`config.mk`:
```
export PLATFORM = sky130hd
export DESIGN_NAME = linkspeed_tx
export DESIGN_NICKNAME = d
export VERILOG_FILES = /design/src/rtl/ltsm_pkg.sv /design/src/rtl/sb_valid_ctrl.sv /design/src/rtl/linkspeed_tx.sv
export SDC_FILE = /design/constraint.sdc
export NUM_CORES = 1
export LEC_CHECK = 0
export ABC_CLOCK_PERIOD_IN_PS = 2200
export CELL_PAD_IN_SITES_DETAIL_PLACEMENT = 0
export CELL_PAD_IN_SITES_GLOBAL_PLACEMENT = 1
export CORE_ASPECT_RATIO = 0.8
export CORE_MARGIN = 4
export CORE_UTILIZATION = 30
export DETAILED_ROUTE_END_ITERATION = 12
export GPL_ROUTABILITY_DRIVEN = 0
export PLACE_DENSITY_LB_ADDON = 0.1
export REMOVE_ABC_BUFFERS = 1
export SYNTH_ARGS = -nofsm -noshare
export SYNTH_HDL_FRONTEND = slang
export SYNTH_SLANG_ARGS = --single-unit
```
`constraint.sdc`:
```
create_clock -name clk -period 2.2 [get_ports clk]
set_input_delay 0.44 -clock clk [delete_from_list [all_inputs] [get_ports clk]]
set_output_delay 0.44 -clock clk [all_outputs]
set_load 0.05 [all_outputs]
```
`src/rtl/ltsm_pkg.sv`:
```
// Shared LTSM definitions: sideband message codes, MBTRAIN exit encoding,
// LINKSPEED initiator state type and its debug view.
package ltsm_pkg;

  localparam logic [3:0] SB_START_REQ          = 4'd1;
  localparam logic [3:0] SB_START_RESP         = 4'd2;
  localparam logic [3:0] SB_ERROR_REQ          = 4'd3;
  localparam logic [3:0] SB_ERROR_RESP         = 4'd4;
  localparam logic [3:0] SB_REPAIR_REQ         = 4'd5;
  localparam logic [3:0] SB_REPAIR_RESP        = 4'd6;
  localparam logic [3:0] SB_SPEED_DEGRADE_REQ  = 4'd7;
  localparam logic [3:0] SB_SPEED_DEGRADE_RESP = 4'd8;
  localparam logic [3:0] SB_DONE_REQ           = 4'd9;
  localparam logic [3:0] SB_DONE_RESP          = 4'd10;
  localparam logic [3:0] SB_PHYRETRAIN_REQ     = 4'd11;
  localparam logic [3:0] SB_PHYRETRAIN_RESP    = 4'd12;

  localparam logic [1:0] EXIT_DONE       = 2'b00;
  localparam logic [1:0] EXIT_REPAIR     = 2'b01;
  localparam logic [1:0] EXIT_DEGRADE    = 2'b10;
  localparam logic [1:0] EXIT_PHYRETRAIN = 2'b11;

  typedef enum logic [3:0] {
    LS_IDLE,
    LS_SEND_START,
    LS_WAIT_START_RESP,
    LS_POINT_TEST,
    LS_SEND_RESULT,
    LS_WAIT_RESULT_RESP,
    LS_SEND_EXIT,
    LS_WAIT_EXIT_RESP,
    LS_TEST_FINISH
  } ls_state_e;

  typedef struct packed {
    ls_state_e state;
    logic      pending;
  } ls_dbg_t;

  // A lane half passes only if the half is usable and all 8 of its lanes passed.
  function automatic logic half_pass(input logic usable, input logic [7:0] res);
    return usable & (&res);
  endfunction

endpackage

```
`src/rtl/sb_valid_ctrl.sv`:
```
// Sideband TX request handshake: raises valid once the shared port is free,
// holds a pending request while linkspeed_rx owns it, drops on busy negedge.
module sb_valid_ctrl (
  input  logic clk,
  input  logic rst_n,
  input  logic flush,
  input  logic load,
  input  logic rx_valid,
  input  logic busy_negedge,
  output logic valid_tx,
  output logic pending
);

  // Handshake: load is a 1-cycle pulse per message. valid_tx asserts when a
  // request exists and rx_valid is low, stays high until busy_negedge, and
  // busy_negedge beats a same-cycle set (the request then stays pending).
  logic req;
  logic set;

  assign req = load | pending;
  assign set = req & ~rx_valid;

  always_ff @(posedge clk or negedge rst_n) begin
    if (!rst_n) begin
      valid_tx <= 1'b0;
      pending  <= 1'b0;
    end else if (flush) begin
      valid_tx <= 1'b0;
      pending  <= 1'b0;
    end else begin
      if (busy_negedge) valid_tx <= 1'b0;
      else if (set)     valid_tx <= 1'b1;
      pending <= req & ~(set & ~busy_negedge);
    end
  end

endmodule

```
`src/rtl/linkspeed_tx.sv`:
```
// MBTRAIN.LINKSPEED initiator: start/result/exit request sequence and exit decision.
// Optional response-wait timeout enabled by defining LINKSPEED_TX_TIMEOUT_EN.
module linkspeed_tx
  import ltsm_pkg::*;
#(
  parameter int unsigned TIMEOUT_CYCLES = 800000
) (
  input  logic        clk,
  input  logic        rst_n,
  input  logic        i_en,
  input  logic [3:0]  i_sideband_message,
  input  logic        i_sideband_valid,
  input  logic        i_rx_valid,
  input  logic        i_busy_negedge_detected,
  input  logic        i_point_test_ack,
  input  logic [15:0] i_lanes_result,
  input  logic        i_valid_framing_error,
  input  logic        i_phyretrain_req,
  input  logic        i_comming_from_repair,
  input  logic        i_first_8_tx_lanes_are_functional,
  input  logic        i_second_8_tx_lanes_are_functional,
  output logic [3:0]  o_sideband_message,
  output logic        o_valid_tx,
  output logic        o_point_test_en,
  output logic        o_test_ack,
  output logic [1:0]  o_exit,
`ifdef LINKSPEED_TX_TIMEOUT_EN
  output logic        o_timeout,
`endif
  output ls_dbg_t     dbg
);

  ls_state_e   state, state_n;
  logic [3:0]  msg_n;
  logic        pt_en_n, ack_n, load_q, load_n;
  logic [1:0]  exit_n;
  logic [15:0] lanes_q, lanes_n;
  logic        valid_d, tx_fall, pending;
  logic [3:0]  result_msg;
  logic        timeout_n;

  assign tx_fall = valid_d & ~o_valid_tx;

  // Lanes [7:0] form the first half, [15:8] the second half.
  always_comb begin
    result_msg = SB_ERROR_REQ;
    if (i_phyretrain_req)
      result_msg = SB_PHYRETRAIN_REQ;
    else if ((&i_lanes_result) && !i_valid_framing_error)
      result_msg = SB_DONE_REQ;
    else if (i_comming_from_repair &&
             (half_pass(i_first_8_tx_lanes_are_functional, i_lanes_result[7:0]) ||
              half_pass(i_second_8_tx_lanes_are_functional, i_lanes_result[15:8])))
      result_msg = SB_DONE_REQ;
  end

`ifdef LINKSPEED_TX_TIMEOUT_EN
  localparam int CW = $clog2(TIMEOUT_CYCLES + 1);
  logic [CW-1:0] tmo_cnt;
  logic          waiting, tmo_hit;

  assign waiting = (state == LS_WAIT_START_RESP) || (state == LS_POINT_TEST) ||
                   (state == LS_WAIT_RESULT_RESP) || (state == LS_WAIT_EXIT_RESP);
  assign tmo_hit = waiting && (tmo_cnt == CW'(TIMEOUT_CYCLES - 1));

  always_ff @(posedge clk or negedge rst_n) begin
    if (!rst_n)                           tmo_cnt <= '0;
    else if (!waiting || state_n != state) tmo_cnt <= '0;
    else                                  tmo_cnt <= tmo_cnt + 1'b1;
  end
`endif

  always_comb begin
    state_n   = state;
    msg_n     = o_sideband_message;
    pt_en_n   = o_point_test_en;
    ack_n     = 1'b0;
    exit_n    = o_exit;
    load_n    = 1'b0;
    lanes_n   = lanes_q;
    timeout_n = 1'b0;
    if (!i_en) begin
      state_n = LS_IDLE;
      msg_n   = 4'd0;
      pt_en_n = 1'b0;
      exit_n  = EXIT_DONE;
    end else begin
      case (state)
        LS_IDLE: begin
          state_n = LS_SEND_START;
          msg_n   = SB_START_REQ;
          load_n  = 1'b1;
        end
        LS_SEND_START:
          if (tx_fall) state_n = LS_WAIT_START_RESP;
        LS_WAIT_START_RESP:
          if (i_sideband_valid && i_sideband_message == SB_START_RESP) begin
            state_n = LS_POINT_TEST;
            pt_en_n = 1'b1;
          end
        LS_POINT_TEST:
          if (i_point_test_ack) begin
            state_n = LS_SEND_RESULT;
            pt_en_n = 1'b0;
            msg_n   = result_msg;
            load_n  = 1'b1;
            lanes_n = i_lanes_result;
          end
        LS_SEND_RESULT:
          if (tx_fall) state_n = LS_WAIT_RESULT_RESP;
        LS_WAIT_RESULT_RESP:
          if (i_sideband_valid) begin
            case (i_sideband_message)
              SB_DONE_RESP: begin
                state_n = LS_TEST_FINISH;
                exit_n  = EXIT_DONE;
              end
              SB_PHYRETRAIN_RESP: begin
                state_n = LS_TEST_FINISH;
                exit_n  = EXIT_PHYRETRAIN;
              end
              SB_ERROR_RESP: begin
                state_n = LS_SEND_EXIT;
                msg_n   = ((&lanes_q[7:0]) || (&lanes_q[15:8])) ? SB_REPAIR_REQ
                                                                 : SB_SPEED_DEGRADE_REQ;
                load_n  = 1'b1;
              end
              default: ;
            endcase
          end
        LS_SEND_EXIT:
          if (tx_fall) state_n = LS_WAIT_EXIT_RESP;
        LS_WAIT_EXIT_RESP:
          if (i_sideband_valid) begin
            if (o_sideband_message == SB_REPAIR_REQ &&
                i_sideband_message == SB_REPAIR_RESP) begin
              state_n = LS_TEST_FINISH;
              exit_n  = EXIT_REPAIR;
            end else if (o_sideband_message == SB_SPEED_DEGRADE_REQ &&
                         i_sideband_message == SB_SPEED_DEGRADE_RESP) begin
              state_n = LS_TEST_FINISH;
              exit_n  = EXIT_DEGRADE;
            end
          end
        LS_TEST_FINISH:
          ack_n = 1'b1;
        default:
          state_n = LS_IDLE;
      endcase
`ifdef LINKSPEED_TX_TIMEOUT_EN
      if (tmo_hit) begin
        state_n   = LS_TEST_FINISH;
        exit_n    = EXIT_DEGRADE;
        pt_en_n   = 1'b0;
        timeout_n = 1'b1;
      end
`endif
    end
  end

  always_ff @(posedge clk or negedge rst_n) begin
    if (!rst_n) begin
      state              <= LS_IDLE;
      o_sideband_message <= 4'd0;
      o_point_test_en    <= 1'b0;
      o_test_ack         <= 1'b0;
      o_exit             <= EXIT_DONE;
      load_q             <= 1'b0;
      lanes_q            <= 16'd0;
      valid_d            <= 1'b0;
    end else begin
      state              <= state_n;
      o_sideband_message <= msg_n;
      o_point_test_en    <= pt_en_n;
      o_test_ack         <= ack_n;
      o_exit             <= exit_n;
      load_q             <= load_n;
      lanes_q            <= lanes_n;
      valid_d            <= i_en & o_valid_tx;
    end
  end

`ifdef LINKSPEED_TX_TIMEOUT_EN
  always_ff @(posedge clk or negedge rst_n) begin
    if (!rst_n) o_timeout <= 1'b0;
    else        o_timeout <= timeout_n;
  end
`else
  logic unused_timeout;
  assign unused_timeout = timeout_n;
`endif

  sb_valid_ctrl u_valid_ctrl (
    .clk          (clk),
    .rst_n        (rst_n),
    .flush        (~i_en),
    .load         (load_q),
    .rx_valid     (i_rx_valid),
    .busy_negedge (i_busy_negedge_detected),
    .valid_tx     (o_valid_tx),
    .pending      (pending)
  );

  assign dbg.state   = state;
  assign dbg.pending = pending;

endmodule

```
Word-level counts from Yosys, hierarchy flattened --
Cells that the tools add are included.
Word-level totals: word-level logic and storage cells 117, input bits 32, output and inout bits 14, flip-flop bits (word level) 32
Cells by class: bitwise operators 12, reduce and logical (&&, ||, !) cells 20, muxes and demuxes 43, equal/unequal tests 32
Operators by type and width (number):
- $mux 4 | 17
- $pmux 4 s9 | 1
- $eq 4x3->1 const B | 8
- $reduce_and 8->1 | 4
- $ne 3x3->1 const B | 7
- $eq 4x4->1 const B | 4
- $reduce_and 16->1 | 1
- $mux 1 | 13
- $eq 4x2->1 const B | 3
- $mux 2 | 6
- $pmux 4 s3 | 1
- $reduce_and 10->1 | 1
- $ne 3x1->1 const B | 3
- $ne 4x4->1 const B | 2
- $pmux 2 s2 | 2
- $pmux 4 s2 | 1
- $and 1x1->1 | 7
- $reduce_and 3->1 | 2
- $logic_and 1x1->1 | 5
- $reduce_and 5->1 | 1
- $eq 4x1->1 const B | 1
- $logic_not 4->1 | 1
- $ne 4x1->1 const B | 1
- $ne 4x3->1 const B | 1
- 10 further kinds | 14

Longest topological paths before layout --
depth after elaboration 10, mapped depth 8, gate-level depth less buffers 5

Cells and area by module --
Synthesis repeated with hierarchy kept, for this count alone.
Unflattened totals: cell total of the unflattened synthesis 162, area total of the unflattened synthesis 1736.7 um^2
Modules (own cells, without submodules):
- linkspeed_tx | cells each 155, instances 1, area an instance 1652.8 um^2
- sb_valid_ctrl | cells each 7, instances 1, area an instance 83.8 um^2

Worst setup path before layout --
Ideal clock, no wire load.
path type reg2reg, start point register state[2], end point register o_exit[1], period minus slack after synthesis 2190 ps, data arrival time 2065 ps, path buffers 1, data required time 2075 ps, stages on the path, launching flop included 7, slack 10 ps, cell sequence dfrtp_1 -> buf_2 -> inv_1 -> nor3_1 -> o311a_1 -> a211o_1 -> mux2_2
On the way: longest elaborated chain between the ends 3, elaborated cells on any way between the ends 10
Ends and longest elaborated chain:
- start: declaration | RTL line linkspeed_tx.sv:33 | ls_state_e state, state_n;
- start signal: assignment | RTL line linkspeed_tx.sv:172 | state <= state_n;
- $eq 4x3->1 | RTL line linkspeed_tx.sv:88 | case (state)
- $ne 4x4->1 (no line) (tied with other cells)
- $reduce_and 5->1 (no line) / $mux 2 (equally long branches)
- end signal: assignment | RTL line linkspeed_tx.sv:176 | o_exit <= exit_n;
- end: declaration | RTL line linkspeed_tx.sv:26 | output logic [1:0] o_exit,
Several ways; a longest one is shown, not always the timed one. A chain may end at the register's enable or synchronous reset.

Worst setup path after layout --
start point input port i_sideband_valid, end point register state[2]
On the way: longest elaborated chain between the ends 3, elaborated cells on any way between the ends 5
Ends and longest elaborated chain:
- start: declaration | RTL line linkspeed_tx.sv:12 | input logic i_sideband_valid,
- $logic_and 1x1->1 | RTL line linkspeed_tx.sv:97 | if (i_sideband_valid && i_sideband_message == SB_START_RESP) begin
- $ne 3x3->1 (no line)
- $reduce_and 10->1 (no line) (*)
Every way passes the cells marked *; elsewhere a longest branch is shown, timed or not.

==> flow_results.org <==
** Outcome
- Result of the run :: finished, final reports clean

** Min path
- End of the worst hold path :: lanes_q[2]$_DFFE_PN0P_
- Worst Hold Class :: reg -> reg
- Counting instances, the worst hold path has a depth of 1.
- Launch point of the worst hold path :: lanes_q[2]$_DFFE_PN0P_

** STA
- Slack of the critical path :: 0.0389 ns
- Static timing analysis puts the maximum clock frequency at 463 MHz.
- For the final database, setup skew stands at 0.00914 ns.
- The final count of hold timing violations was 0.
- The max-slew violation total from the final report was 0.
- Max-Slew Margin vs Limit :: 59.6%
- Setup violations remaining at the end of the flow were counted as 0.
- Final cycle utilization of the critical path :: 98.2%
- Setup repair after global routing missed its margin :: true
- Slew @ Worst Pin :: 0.597 ns
- Final-layout setup total negative slack :: 0 ns
- The smallest clock period supported by the final layout is computed as 2.16 ns.

** Power
- Sequential fraction of design power :: 39.2%
- Switching pwr :: 0.862 mW
- Per report_power, the combinational group accounts for 41.9% of the total.
- The analysis attributes to cell leakage a power of 1.14 nW.
- Across the VDD grid, the largest voltage drop is 0.441 mV.
- Net switching is 35.5% of the power.
- Cell internal power was estimated by the tool at 1.57 mW.
- Relative contribution of the clock network to total power :: 18.9%
- Power density cells :: 931 nW/um^2

** Die
- The die covers 7270 sq um.
- Starting Density :: 31.8%
- The floorplan step set the die width to 94.3 microns.
- For this design the top-level I/O count stands at 46.
- After floorplanning, the core was divided into 24 placement rows.
- The region available for standard cell placement spans 5620 sq um.
- The die is 77.1 microns tall.

** Clocking
- TritonCTS built the clock tree.
- H-tree depth :: 2
- Worst-case clock buffer depth :: 2
- Clock-pin slew was measured on the worst setup and hold paths at 0.07 ns.
- Buffers inserted during clock tree synthesis total 5.
- The clock reaches the later pin of the worst-skew pair after 0.27 ns.
- Number of sinks on the clock net :: 32
- Number of buffers added for setup after CTS :: 0
- Root Driver :: clkbuf_8

** Layout
- The final layout contains 270 nets.
- From synthesis to final layout, the design area changed by 45.9%.
- Final core utilization :: 46.5%
- The number of antenna diodes in the final layout is 0.
- Filler cells :: 565
- Layout cell share with drive strength beyond 1 :: 28.5%

** Setup path
- STA classifies the critical path endpoint as a flop.
- In this run the critical register-to-register path is captured at state[0]$_DFFE_PN0P_.
- Reg2reg start :: state[0]$_DFFE_PN0P_
- Data on the critical path arrives at its endpoint at 2.32 ns.
- Worst path required time :: 2.36 ns
- FF-to-FF setup slack :: 0.14 ns
- Launching element of the worst setup path :: i_sideband_valid
- The worst register-to-register path has a depth of 6.
- Type of the setup path with the least slack :: in -> reg
- Startpoint types :: primary input
- Of all nets on the critical path, the largest fanout is 4.

** Global route
- GRT Total Usage :: 14.5%
- The number of global-route vias before repair is 1660.
- Global-route wire length before repair :: 8330 microns
- The total overflow left after global routing is 0.
- Pin count of the biggest net entering global routing :: 33
- Number of antenna violations at the first check in global routing :: 0

** Logic synthesis
- After synthesis, the largest area contributor takes up 44.8% of total cell area.
- Largest cells by area after synthesis :: dfrtp_1 45%, mux2_4 6.7%, mux2_2 6.3%
- Area of the mapped netlist :: 1790 sq um
- The average instance in the mapped netlist occupies 10.6 sq um.
- Yosys printed 0 warnings.
- Synth async-reset ratio :: 100%
- Unique cell type count in the Yosys netlist :: 51
- Synthesis inferred 32 register bits.
- After technology mapping, the gate count stands at 168.
- Share of the yosys chip area belonging to registers :: 44.8%
- The largest total area in the synthesized netlist belongs to dfrtp_1.
- Commonest register cell after synthesis :: dfrtp_1
- Number of enable flip-flop cells after synthesis :: 0

** Job
- Across the run, the number of max-cap violations was 0.

** Detailed routing
- Overall via count from detail_route :: 1557
- Final wirelength :: 4870 microns
- Average routed wire per standard cell :: 15.4 microns
- In this run the remaining antenna-violating nets after routing total 0.
- After the first detailed-routing iteration, the DRC count stood at 83.
- Using the TritonRoute via totals, the vias-per-cell ratio works out to 4.91.
- DRC violations left :: 0
- First-pass iteration count of the detailed router :: 4

** Place
- Worst slack at placement :: -0.377 ns
- In this run the tool buffered the top-level ports with 45 buffer cells.
- The wire-length estimate of the detail-placed layout is 3770 microns.
[power by group through the flow]
stage | Clock, mW | Combinational, mW | Sequential [mW]
global placement | 0 | 0.950 | 0.952
detailed placement | 0 | 0.968 | 0.960
CTS | 0.477 | 0.984 | 0.952
global route | 0.510 | 1.09 | 0.979
finish | 0.460 | 1.02 | 0.952
floorplan | 0 | 0.432 | 1.09
[what timing repair did]
action                                  4_1_cts  5_1_grt
hold buffers                                  0        0
gates resized for setup                       9        6
endpoints found under the setup margin       17        3
pin swaps                                     1        3
[cells in the mapped netlist, types with 2 or more instances]
| cell type | count |
|---|---|
| mux2_2 | 10 |
| and2_1 | 2 |
| buf_2 | 3 |
| mux2_4 | 8 |
| and4bb_2 | 2 |
| buf_12 | 2 |
| nor2b_1 | 3 |
| nor4b_1 | 2 |
| and3_1 | 2 |
| a211o_1 | 2 |
| a211oi_1 | 2 |
| a31oi_1 | 2 |
| dfrtp_1 | 32 |
| a21oi_1 | 5 |
| nand3_1 | 2 |
| or3_1 | 2 |
| o311ai_1 | 2 |
| nand2_1 | 5 |
| nand3b_1 | 2 |
| nor2_1 | 13 |
| o21ai_0 | 9 |
| nor3_1 | 11 |
| inv_1 | 8 |
| nand4_1 | 8 |
| nand2b_1 | 2 |
| xor2_1 | 2 |
[per-stage QoR]
stage	hold slack [ns]	instance area [sq um]	std cells	total power, mW
floorplan	0.144	1710	159	1.52
global placement	0.487	2450	309	1.90
detailed placement	0.492	2450	309	1.93
CTS	0.514	2570	317	2.41
global route	0.523	2610	317	2.58
finish	0.512	2610	317	2.43
[placed cells by master, fill, tap and decap left out, types with 3 or more instances in the layout]
| cell type | n |
|---|---|
| clkbuf_8 | 6 |
| mux2_4 | 8 |
| nor2_1 | 12 |
| nor3_1 | 10 |
| buf_4 | 31 |
| nand4_1 | 8 |
| dlygate4sd2_1 | 4 |
| o21ai_0 | 9 |
| inv_1 | 8 |
| mux2_2 | 10 |
| clkdlybuf4s50_1 | 37 |
| a21oi_1 | 4 |
| nand2_1 | 5 |
| dfrtp_1 | 32 |
| nor2b_1 | 3 |
[worst max-delay path: stages]
cell	delay [ns]
clkdlybuf4s50_1	0.46
or2b_1	0.27
buf_4	0.16
o311a_4	0.33
or3_4	0.39
a211o_1	0.27
[per-layer routing]
metal / part of all wire [%] / GRT usage, %
met1: 50 / 21.0
met2: 44 / 21.2
met3: 5.1 / 4.40
met4: 0.70 / 3.46
met5: 0 / 0
[state kept, by name, summed over array words and instances (netlist names)]
register and count:
lanes_q 16, load_q 1, o_exit 2, o_point_test_en 1
o_sideband_message 4, o_test_ack 1, state 4, u_valid_ctrl.pending 1
u_valid_ctrl.valid_tx 1, valid_d 1
[kinds of logic (layout without fill, tap and decap cells)]
| logic type | count (synthesis) | after routing | synth area share, % |
|---|---|---|---|
| xor+xnor | 2 | 2 | 0.980 |
| compound gates | 34 | 34 | 13.2 |
| buf+inv | 17 | 88 | 6.23 |
| simple gates | 64 | 64 | 21.3 |
| mux | 19 | 19 | 13.6 |
| flops | 32 | 32 | 44.8 |
[how the worst max path moves through the flow]
stage                        endpoint  slack (ns)  depth (start not counted)
3_5_place_dp   lanes_q[1]$_DFFE_PN0P_       -0.38                          6
2_1_floorplan  lanes_q[0]$_DFFE_PN0P_       -0.01                          5
5_1_grt          state[1]$_DFFE_PN0P_       -0.01                          7
6_report         state[2]$_DFFE_PN0P_        0.04                          6
3_3_place_gp   lanes_q[6]$_DFFE_PN0P_       -0.31                          6
4_1_cts          state[2]$_DFFE_PN0P_       0.004                          8
[area by class of cell]
cell class	instances	area, sq um	area share (%)
Clock buffer	8	90.1	3.45
Inverter	8	30.0	1.15
Multi-Input combinational cell	119	952	36.5
Sequential cell	32	801	30.7
Tap cell	78	97.6	3.74
Timing Repair Buffer	72	638	24.5
Note: power is estimated with default switching activity, not from simulation.
